--- src/rtl/ram_dump_streamer.sv ---
// Streams a contiguous range of memory out over a byte-wide valid/ready upload channel.
// Holds the CPU off the memory arrays (cpu_hold) for as long as a dump is in progress.
module ram_dump_streamer #(
   parameter int ADDR_W = 16,
   parameter int OUT_AW = 25
) (
   input  logic              clk,
   input  logic              reset,
   input  logic              start,
   input  logic              abort,
   input  logic [ADDR_W-1:0] base_addr,
   input  logic [ADDR_W-1:0] length,
   output logic              busy,
   output logic              done,
   output logic              cpu_hold,
   output logic [ADDR_W-1:0] mem_addr,
   output logic              mem_rd,
   input  logic [7:0]        mem_q,
   output logic              up_valid,
   output logic [7:0]        up_data,
   output logic [OUT_AW-1:0] up_addr,
   input  logic              up_ready
);

   typedef enum logic [2:0] {IDLE, READ, WAIT, SEND, FIN} state_t;

   localparam logic [ADDR_W-1:0] ONE = ADDR_W'(1);

   state_t            state;
   logic [ADDR_W-1:0] cur;
   logic [ADDR_W-1:0] remaining;
   logic [ADDR_W-1:0] offset;

   assign cpu_hold = busy;

   // NOTE: outputs are registered together with the state, so each one is set on the edge that enters the state it belongs to.
   always_ff @(posedge clk) begin
      if (reset) begin
         state     <= IDLE;
         cur       <= '0;
         remaining <= '0;
         offset    <= '0;
         busy      <= 1'b0;
         done      <= 1'b0;
         mem_addr  <= '0;
         mem_rd    <= 1'b0;
         up_valid  <= 1'b0;
         up_data   <= '0;
         up_addr   <= '0;
      end else begin
         done <= 1'b0;
         if (abort && state != IDLE) begin
            // Abort beats a same-cycle handshake; the pending byte is dropped.
            state    <= IDLE;
            busy     <= 1'b0;
            mem_rd   <= 1'b0;
            up_valid <= 1'b0;
         end else begin
            case (state)
               IDLE: begin
                  if (start) begin
                     cur       <= base_addr;
                     remaining <= length;
                     offset    <= '0;
                     if (length == '0) begin
                        state <= FIN;
                     end else begin
                        state    <= READ;
                        busy     <= 1'b1;
                        mem_rd   <= 1'b1;
                        mem_addr <= base_addr;
                     end
                  end
               end
               READ: begin
                  state  <= WAIT;
                  mem_rd <= 1'b0;
               end
               WAIT: begin
                  state    <= SEND;
                  up_data  <= mem_q;
                  up_addr  <= OUT_AW'(offset);
                  up_valid <= 1'b1;
               end
               SEND: begin
                  if (up_ready) begin
                     up_valid  <= 1'b0;
                     cur       <= cur + ONE;
                     offset    <= offset + ONE;
                     remaining <= remaining - ONE;
                     if (remaining == ONE) begin
                        state <= FIN;
                        busy  <= 1'b0;
                     end else begin
                        state    <= READ;
                        mem_rd   <= 1'b1;
                        mem_addr <= cur + ONE;
                     end
                  end
               end
               FIN: begin
                  state <= IDLE;
                  done  <= 1'b1;
               end
               default: begin
                  state <= IDLE;
                  busy  <= 1'b0;
               end
            endcase
         end
      end
   end

endmodule

--- config.mk ---
export PLATFORM = sky130hd
export DESIGN_NAME = ram_dump_streamer
export DESIGN_NICKNAME = d
export VERILOG_FILES = /design/src/rtl/ram_dump_streamer.sv
export SDC_FILE = /design/constraint.sdc
export NUM_CORES = 1
export LEC_CHECK = 0
export CORE_MARGIN = 2
export CORE_UTILIZATION = 51
export DETAILED_ROUTE_END_ITERATION = 8
export PLACE_DENSITY = 0.86
export SETUP_SLACK_MARGIN = 0.3
export SLEW_MARGIN = 20
export SYNTH_ARGS = -nofsm -noshare
export SYNTH_HDL_FRONTEND = slang
export SYNTH_SLANG_ARGS = --single-unit
--- constraint.sdc ---
create_clock -name clk -period 2.7 [get_ports clk]
set_input_delay 0.54 -clock clk [delete_from_list [all_inputs] [get_ports clk]]
set_output_delay 0.54 -clock clk [all_outputs]
set_load 0.03 [all_outputs]
# Word-level counts from Yosys, hierarchy flattened
# Cells that the tools add are included.
classes:
  add_sub_neg: 3
  n_eq_ne: 10
  muxes: 30
  n_bitwise: 2
  n_reduce_logical: 16
op_table:
  columns: ["operator", "count"]
  rows:
  - ["two-way mux 16 bit", 10]
  - ["one-hot mux 16 bit (2 select lines)", 4]
  - ["adder 16 x 1 -> 16 bit (second input constant)", 2]
  - ["== test 16 x 1 -> 1 bit (second input constant)", 1]
  - ["zero test 16 bit", 1]
  - ["subtractor 16 x 1 -> 16 bit (second input constant)", 1]
  - ["two-way mux 3 bit", 4]
  - ["one-hot mux 3 bit (4 select lines)", 1]
  - ["!= test 2 bit (second input constant)", 5]
  - ["AND reduction 5 bit", 2]
  - ["two-way mux 1 bit", 8]
  - ["== test 3 x 2 -> 1 bit (second input constant)", 2]
  - ["one-hot mux 1 bit (3 select lines)", 2]
  - ["AND reduction 2 bit", 3]
  - ["AND reduction 6 bit", 1]
  - ["nonzero test 3 bit", 2]
  - ["AND reduction 4 bit", 1]
  - ["nonzero test 2 bit", 2]
  - ["== test 3 x 1 -> 1 bit (second input constant)", 1]
  - ["== test 3 bit (second input constant)", 1]
  - ["zero test 3 bit", 1]
  - ["OR reduction 3 bit", 1]
  - ["inverter 1 bit", 2]
  - ["one-hot mux 1 bit (2 select lines)", 1]
  - ["2 further kinds", 2]
totals:
  regBits: 95
  inputBits: 45
  output_inout_bits: 54
  wordCells: 72

# Longest topological paths before layout
# Gate-level depths: netlist of run 1.
depth:
  depth_word: 4
  depth_mapped: 9
  mapped_depth_nobuf: 7

# Worst setup path after synthesis of run 1
# No wires, ideal clock.
synth_path:
  kind: "in2reg"
  from: "input start"
  to: "register remaining[12]"
  setup_time_ns: 0.074
  t_arrival_ns: 2.020
  required_ns: 2.626
  setup_slack_ns: 0.606
  stages: 5
  n_path_buf: 0
  path_cell_list: "or3b_1 a2111oi_4 nand2_2 or3_1 a31oi_1"
synth_between:
  elab_chain_len: 2
synth_lines:
  columns: ["element", "line", "text"]
  rows:
  - ["from (decl)", "9", "input logic start,"]
  - ["!= test 2 bit (no line)", null, null]
  - ["AND reduction 4 bit (no line)", null, null]
  - ["to (signal assigned)", "63", "remaining <= length;"]
  - ["to (signal assigned)", "90", "remaining <= remaining - ONE;"]
  - ["to (decl)", "31", "logic [ADDR_W-1:0] remaining;"]
# No other way between the ends.
# A chain may end at the register's enable or synchronous reset.

# Worst setup path in the final report of run 1
# Ends and elaborated chain as after synthesis.

==> results.md, run 1 <==
* DP Wirelength at 8.26 mm
* Setup ws final at 0.430 ns
* DRC violation total after the first TritonRoute iteration at 286
* Dpl ws at 0.0799 ns
* Critical Path End Type: flop
* Die height at 99.4 microns
* Final setup fails at 0
* Total wire length at 12.0 mm
* Max Clock Freq at 441 MHz
* Rows at 34
* Vias at 4702
* Internal Power at 0.00224 W
* First-pass GRT wire length at 19.9 mm
* Post-route cell area at 0.00580 sq mm
* Met2 wire length at 6.07 mm
* Synth unique cells at 57
* Most common cell after layout, fill and taps aside: dfxtp_1
* Final hold vios at 0
* CTS buffer count at 9
* CTS tree: done
* Critical path arrival at 2.55 ns
* Clk_skew at 0.00929 ns
* Initial antenna violation count at 0
* Share of layout cells above drive strength 1 at 5.93%
* CTS root buffer: clkbuf_8
* Nets at 718
* Drt first pass iters at 5
* Total congestion overflow at 0
* Critical path launch point type: input port
* Max Cap Violations at 0
* H-tree Lvls at 3
* Netlist Area Pre-Place at 0.00464 sq mm
* Ant. Diodes at 0
* Commonest cells after routing, fill and taps aside: 95 x dfxtp_1, 94 x nand2_1, 88 x clkdlybuf4s50_1
* Met3 wire length at 676 microns
* Fin crit period at 2.27 ns
* Synth warn at 0
* Clock power frac at 24.3%
* Final Cycle Share at 84.1%
* Ys async rst share at 0%
* CTS clk-pin slew, worst paths at 0.09 ns
* Switching Fraction at 34.9%
* Leakage at 1.88 nW
* Hold Path Class: reg2reg
* Drt wl/cell at 15.3 microns
* Worst vdd ir at 347 uV
* RSZ-0062 raised after global routing: false
* Slew Viols, Final at 0
* Setup CP Type: in2reg
* Slew @ Worst Pin at 0.760 ns
* Final TNS setup at 0 ns
* Syn avg cell area at 7.80 sq um
* Sequential share of the synthesized area at 41.0%
* Port-buffer cells at 89
* Die Width at 99.4 microns
* Die area at 0.00987 sq mm
* Initial core utilization at 52.9%
* CTS max path bufs at 2
* PD cells at 593 mW/mm^2
* Core area at 0.00876 sq mm
* Area after DPL at 0.00562 sq mm
* Largest net degree at the start of global routing at 50
* Number of synthesized flops with an enable pin at 0
* Top FF cell, synth: dfxtp_1
* Post-DRT Antenna Nets at 0
* Required @ worst endpoint at 2.98 ns
* Clock Latency Late Sink at 0.36 ns
* Status: complete, no violations
* Num ports at 99
* Worst Path Max Fanout at 3
* Syn Inst Count at 595
* Hold_buf cts at 0
* Via density at 6.01
* Register share of total power at 48.1%
* Vias in the first global route at 4310
* Max-Slew Margin vs Limit at 49.3%
* GRT Util Overall at 24.2%
* Drt drc at 0
* Combinational Power Share at 27.5%
* Top layer in use: met4
* CTS sink cnt at 95
* GP Congestion at 0.861
* Yosys reg bits at 95
* Layout area overhead at 25.0%
* Met1 Routed Length at 4.97 mm
* Switching power at 0.00120 W
==> sequential cells by signal, indices dropped and copies added, names as in the netlist <==
signal	cells
busy	1
cur	16
done	1
mem_addr	16
mem_rd	1
offset	16
remaining	16
state	3
up_addr	16
up_data	8
up_valid	1
==> cell usage after synthesis (all sizes together), types with 6 or more instances <==
cell | number | share of area [%]
dfxtp | 95 | 41
nand2 | 95 | 7.7
a21oi | 80 | 8.6
o21ai | 38 | 4.1
nor2 | 36 | 2.9
clkbuf | 34 | 2.8
nand3 | 25 | 2.7
buf | 16 | 2.3
nor3 | 16 | 1.8
nor4 | 14 | 1.9
or3 | 13 | 1.8
inv | 11 | 0.89
a31oi | 9 | 1.2
nand4 | 9 | 1.2
o211ai | 9 | 1.5
xnor2 | 9 | 1.7
and2 | 8 | 1.1
o2111ai | 7 | 1.3
or4 | 6 | 1.1
==> logic make-up (layout without fill, tap and decap cells) <==
group	Yosys count	in the layout	share of synthesized area, %
mux	5	5	1.08
compound gates	176	176	23.1
other cells	1	9	0.0809
simple gates	241	241	25.4
buf+inv	61	132	5.99
fa+ha+maj	4	4	1.08
flops	95	95	41.0
xor+xnor	12	12	2.27
==> area by class of cell <==
| type | instances | area (sq um) |
|---|---|---|
| clock buffers | 11 | 131 |
| clock inverters | 5 | 35.0 |
| fillers | 741 | 2970 |
| inverters | 11 | 41.3 |
| multi-input cells | 447 | 2510 |
| flip-flops and latches | 95 | 1900 |
| well taps | 108 | 135 |
| repair buffers | 105 | 1040 |
==> final timing paths <==
kind	startpoint	to	slack, ns	cells after the start
worst min-delay path	up_addr[14]$_SDFFE_PP0P_	up_addr[14]$_SDFFE_PP0P_	0.46	2
worst max register to register	state[0]$_SDFFE_PP0P_	remaining[12]$_SDFFE_PP0P_	0.51	5
worst min register to register	up_addr[14]$_SDFFE_PP0P_	up_addr[14]$_SDFFE_PP0P_	0.46	2
worst max-delay path	start	remaining[12]$_SDFFE_PP0P_	0.43	6
==> through the flow <==
step	utilization, %	power [W]	instances	hold WS (ns)
3_5_place_dp	64.1	0.00262	764	0.447
2_1_floorplan	-	0.00229	603	0.444
6_report	66.2	0.00344	782	0.457
5_1_grt	66.2	0.00362	782	0.479
3_3_place_gp	64.1	0.00259	764	0.441
4_1_cts	66.0	0.00343	780	0.460
==> routing by layer <==
layer | vias to the layer above | GRT usage (%)
li1 | 2279 | -
met1 | 2213 | 30.9
met3 | 21 | 3.30
met2 | 189 | 41.6
met4 | 0 | 9.48
met5 | - | 0
==> power by group through the flow <==
| stage | clock network [W] | logic, W | registers, W |
|---|---|---|---|
| 2_1_floorplan | 0 | 0.000563 | 0.00173 |
| 3_3_place_gp | 0 | 0.000914 | 0.00167 |
| 3_5_place_dp | 0 | 0.000937 | 0.00168 |
| 4_1_cts | 0.000842 | 0.000943 | 0.00165 |
| 5_1_grt | 0.000910 | 0.00104 | 0.00167 |
| 6_report | 0.000837 | 0.000947 | 0.00165 |
==> worst max-delay path, cell delays in order <==
cell and delay [ns]:
clkdlybuf4s50_1 0.48, or3b_1 0.49, a2111oi_4 0.48, nand2_2 0.11, or3_1 0.32, a31oi_1 0.15
==> timing repair <==
action                                  4_1_cts  5_1_grt
buffers inserted                              0        2
endpoints found under the setup margin        0        2
gates resized for setup                       0        0
No activity file was read; power rests on OpenSTA's default activity.
==> inputs of run 2 (changes only) <==
==> constraint.sdc (replaced) <==
create_clock -name clk -period 2.36 [get_ports clk]
set_input_delay 0.472 -clock clk [delete_from_list [all_inputs] [get_ports clk]]
set_output_delay 0.472 -clock clk [all_outputs]
set_load 0.03 [all_outputs]
==> run 2 against run 1 <==
  * First-iteration DRC count is 33% higher
  * Sequential power up 14%
  * Worst setup slack lost 0.11 ns
  * Sequential cell count unchanged
  * Global-route usage up 0.86 points
  * Via count rose by 3.1%
  * Die area stayed put
  * Register-to-register slack worse by 0.12 ns
  * Clock skew rose by 0.0044 ns
  * Total power grew 19%
  * Non-clock buffer count rose by 24
  * Critical path type unchanged
==> results.md, run 2 (same netlist as run 1, synthesis figures left out) <==
* PD cells at 670 mW/mm^2
* Largest net degree at the start of global routing at 45
* First-pass GRT wire length at 20.4 mm
* Critical path arrival at 2.27 ns
* GP Congestion at 0.943
* Final TNS setup at 0 ns
* Worst Path Max Fanout at 19
* Max-Slew Margin vs Limit at 56.9%
* Final Cycle Share at 86.3%
* CTS sink cnt at 95
* Final hold vios at 0
* Required @ worst endpoint at 2.60 ns
* Num ports at 99
* Area after DPL at 0.00574 sq mm
* Crit Reg-Reg Startpoint: remaining[12]$_SDFFE_PP0P_
* Total wire length at 13.0 mm
* Drt first pass iters at 6
* Fin crit period at 2.04 ns
* Layout area overhead at 31.5%
* Final Core Density at 69.6%
* RSZ-0062 raised after global routing: true
* Final setup fails at 0
* Worst hold start: length[7]
* Slew Viols, Final at 0
* Die height at 99.4 microns
* Critical Path End Type: flop
* Vias at 4848
* R2R Setup Slk at 0.39 ns
* Total congestion overflow at 0
* Drt wl/cell at 16.1 microns
* Die Width at 99.4 microns
* Commonest cells after routing, fill and taps aside: 94 x nand2_1, 94 x dfxtp_1, 86 x clkdlybuf4s50_1
* Hold_buf cts at 0
* Clock Latency Late Sink at 0.36 ns
* Status: complete, no violations
* Vias in the first global route at 4480
* CTS clk-pin slew, worst paths at 0.10 ns
* CTS root buffer: clkbuf_8
* Max Clock Freq at 491 MHz
* Via density at 6.02
* CTS buffer count at 9
* Die area at 0.00987 sq mm
* Initial antenna violation count at 0
* Rows at 34
* Hold Path Depth at 3
* Share of layout cells above drive strength 1 at 11.0%
* Max Cap Violations at 0
* Leakage at 2.03 nW
* Nets at 742
* Port-buffer cells at 89
* Clk_skew at 0.0137 ns
* R2R cell count at 6
* GRT Util Overall at 25.1%
* DRC violation total after the first TritonRoute iteration at 380
* Post-DRT Antenna Nets at 0
* Slew @ Worst Pin at 0.640 ns
* DP Wirelength at 8.56 mm
* Worst vdd ir at 403 uV
* Drt drc at 0
* Critical path launch point type: input port
* Setup CP Type: in2reg
* Initial core utilization at 52.9%
* CTS max path bufs at 2
* Reg-to-Reg End: mem_addr[2]$_SDFFE_PP0P_
* Post-route cell area at 0.00610 sq mm
* H-tree Lvls at 3
* Core area at 0.00876 sq mm
* Hold EP: remaining[7]$_SDFFE_PP0P_
* CTS tree: done
* Ant. Diodes at 0
* Hold Path Class: in2reg
[run 2: metal layers]
layer	up-vias	part of all wire, %	GRT usage [%]
li1	2320	-	-
met1	2260	41	31.4
met2	221	50	42.3
met3	47	6.2	4.71
met4	0	3.0	10.9
met5	-	0	0
[run 2: through the flow]
stage | hold slack [ns] | power (W) | worst slack (ns) | std cells
after floorplan | 0.444 | 0.00262 | 0.306 | 603
after detailed placement | 0.448 | 0.00305 | -0.169 | 779
after CTS | 0.460 | 0.00400 | 0.310 | 797
final | 0.441 | 0.00409 | 0.324 | 805
after global placement | 0.443 | 0.00301 | -0.106 | 779
after global routing | 0.444 | 0.00428 | 0.280 | 805
[run 2: power breakdown]
group          switching (W)  internal [W]  total, W
logic               0.000726      0.000535   0.00126
registers           0.000139       0.00174   0.00188
clock network       0.000573      0.000378  0.000951
total                0.00144       0.00265   0.00409
[run 2: timing repair]
item,in CTS,in global routing
gates resized for setup,3,16
buffers inserted,3,7
pin swaps,3,10
endpoints found under the setup margin,29,36
cloned,0,1
[run 2: worst max-delay path, cell delays in order]
cell             delay, ns
clkdlybuf4s50_1       0.44
nor4_1                0.38
nand4_1               0.28
o22a_1                0.32
buf_12                0.17
o2111ai_1             0.11
a21oi_1               0.11
[run 2: how the worst max path moves through the flow]
stage,start,to,depth (start not counted)
2_1_floorplan,remaining[3]$_SDFFE_PP0P_,remaining[12]$_SDFFE_PP0P_,6
3_3_place_gp,start,remaining[12]$_SDFFE_PP0P_,6
3_5_place_dp,start,remaining[13]$_SDFFE_PP0P_,6
4_1_cts,start,remaining[6]$_SDFFE_PP0P_,8
5_1_grt,cur[1]$_SDFFE_PP0P_,mem_addr[10]$_SDFFE_PP0P_,7
6_report,length[8],mem_addr[2]$_SDFFE_PP0P_,7
[run 2: layout make-up]
| class | instances | area (sq um) |
|---|---|---|
| Fill cell | 705 | 2660 |
| Multi-Input combinational cell | 447 | 2590 |
| Sequential cell | 95 | 1900 |
| Timing Repair Buffer | 129 | 1270 |
| Tap cell | 108 | 135 |
| Clock buffer | 10 | 128 |
| Inverter | 11 | 41.3 |
| Clock inverter | 5 | 36.3 |
==> inputs of run 3 (changes only) <==
--- a/config.mk
+++ b/config.mk
@@ -5,10 +5,9 @@
 export SDC_FILE = /design/constraint.sdc
 export NUM_CORES = 1
 export LEC_CHECK = 0
-export CORE_MARGIN = 2
 export CORE_UTILIZATION = 51
 export DETAILED_ROUTE_END_ITERATION = 8
-export PLACE_DENSITY = 0.86
+export PLACE_DENSITY = 0.8
 export SETUP_SLACK_MARGIN = 0.3
 export SLEW_MARGIN = 20
 export SYNTH_ARGS = -nofsm -noshare
==> run 3 against run 2 <==
  * Sequential share of layout area decreased by 0.13 points
  * Largest cell class unchanged
  * Count of clock-buffer cells in the layout unchanged
  * Critical endpoint is now mem_addr[1]$_SDFFE_PP0P_
  * Highest routed layer unchanged
  * Global-route usage increased by 0.66 points
  * Clock power increased by 18%
  * Wire length decreased by 3.8%
  * Largest power group unchanged
  * Sequential cell count unchanged
==> results.md, run 3 (same netlist as run 1, synthesis figures left out) <==
* Status: complete, no violations
* Drt drc at 0
* Hold Path Class: reg2reg
* Max Clock Freq at 499 MHz
* Final hold vios at 0
* Dpl ws at -0.202 ns
* Fin crit period at 2.00 ns
* Critical path launch point type: input port
* Layout area overhead at 32.2%
* Num ports at 99
* CTS buffer count at 9
* CP max-delay cell: clkdlybuf4s50_1
* Hold_buf cts at 0
* H-tree Lvls at 3
* Register area at 0.00190 sq mm
* Commonest cells after routing, fill and taps aside: 94 x nand2_1, 93 x dfxtp_1, 87 x clkdlybuf4s50_1
* Max Cap Violations at 0
* GRT Util Overall at 25.7%
* Vias at 4775
* Port-buffer cells at 89
* Drt first pass iters at 5
* Clock Latency Late Sink at 0.37 ns
* DRC violation total after the first TritonRoute iteration at 242
* Cells after DPL at 783
* CTS tree: done
* Post-route cell area at 0.00613 sq mm
* Total wire length at 12.5 mm
* Core area at 0.00876 sq mm
* RSZ-0062 raised after global routing: true
* GP Congestion at 0.859
* Delay-heaviest family, CP: buffers and inverters
* Total congestion overflow at 0
* CTS sink cnt at 95
* Area after DPL at 0.00578 sq mm
* Critical Path, Cell by Cell: clkdlybuf4s50_1 -> nor4_1 -> nand4_1 -> o22a_1 -> buf_12 -> a21oi_1 -> a311oi_2
* Max-Slew Margin vs Limit at 66.2%
* Vias in the first global route at 4378
* Final setup fails at 0
* Non-filler cells, final at 807
* Buf/Inv on CP at 2
* PD cells at 694 mW/mm^2
* Required @ worst endpoint at 2.60 ns
* Critical path arrival at 2.25 ns
* Slew @ Worst Pin at 0.507 ns
* CTS max path bufs at 2
* Die height at 97.4 microns
* Share of layout cells above drive strength 1 at 11.3%
* DP Wirelength at 8.47 mm
* Total power at 0.00425 W
* Slew Viols, Final at 0
* Die Width at 97.4 microns
* Clk_skew at 0.0110 ns
* Largest net degree at the start of global routing at 50
* Ant. Diodes at 0
* First-pass GRT wire length at 20.2 mm
* Setup CP Type: in2reg
* Worst vdd ir at 387 uV
* Leakage at 2.06 nW
* Initial antenna violation count at 0
* CTS root buffer: clkbuf_8
* Die area at 0.00948 sq mm
* Most common cell after layout, fill and taps aside: nand2_1
* CTS clk-pin slew, worst paths at 0.10 ns
* Via density at 5.92
* Worst Path Max Fanout at 19
* Rows at 34
* Drt wl/cell at 15.4 microns
* Critical Path Max Stage Delay at 0.46 ns
* Post-DRT Antenna Nets at 0
* Number of fill cells at 703
* Critical Path End Type: flop
* Setup ws final at 0.357 ns
* Final Cycle Share at 84.9%
* Area of the multi-input gates at 0.00255 sq mm
* Nets at 743
* Initial core utilization at 52.9%
[run 3: worst paths after layout]
check	start	to	slack (ns)	cells past startpoint
min	up_addr[13]$_SDFFE_PP0P_	up_addr[13]$_SDFFE_PP0P_	0.46	2
min reg2reg	up_addr[13]$_SDFFE_PP0P_	up_addr[13]$_SDFFE_PP0P_	0.46	2
max	length[8]	mem_addr[1]$_SDFFE_PP0P_	0.36	7
max reg2reg	remaining[4]$_SDFFE_PP0P_	remaining[13]$_SDFFE_PP0P_	0.39	5
[run 3: metal layers]
layer  wire length (microns)  GRT usage, %  share of wire, %  vias to the layer above
li1                        -             -                 -                     2333
met3                     708          4.39               5.7                       25
met2                    6200          44.5                50                      171
met5                       0             0                 0                        -
met1                    5280          31.7                42                     2246
met4                     277          10.3               2.2                        0
[run 3: layout make-up]
cell class	instances	area share (%)
sequential	95	31.1
timing repair buffer	130	21.1
clock inverter	6	1.22
tap	108	2.20
multi-input combinational	447	41.7
clock buffer	10	2.08
inverter	11	0.674
[run 3: report_power, final]
group	internal [W]	leakage [nW]	switching [W]	total [W]
registers	0.00174	0.775	0.000132	0.00187
clock network	0.000509	0.0998	0.000612	0.00112
logic	0.000551	1.18	0.000706	0.00126
total	0.00280	2.06	0.00145	0.00425
[run 3: what timing repair did]
action,CTS,global route
setup endpoints to repair,31,29
hold endpoints to repair,0,0
pin swaps,3,9
resized for setup,3,14
buffers inserted,4,3
cloned,1,0
[run 3: tightest hold or removal path, cell delays in order, from the launching register on]
cell and delay (ns):
dfxtp_1 0.32, nand2_1 0.05, a21oi_1 0.05
[run 3: per-stage QoR]
stage	setup TNS, ns	util [%]	hold WS (ns)
final	0	69.9	0.456
after global routing	0	69.9	0.477
after CTS	0	69.2	0.460
after detailed placement	-3.79	66.0	0.445
after global placement	-2.12	66.0	0.442
after floorplan	0	-	0.444
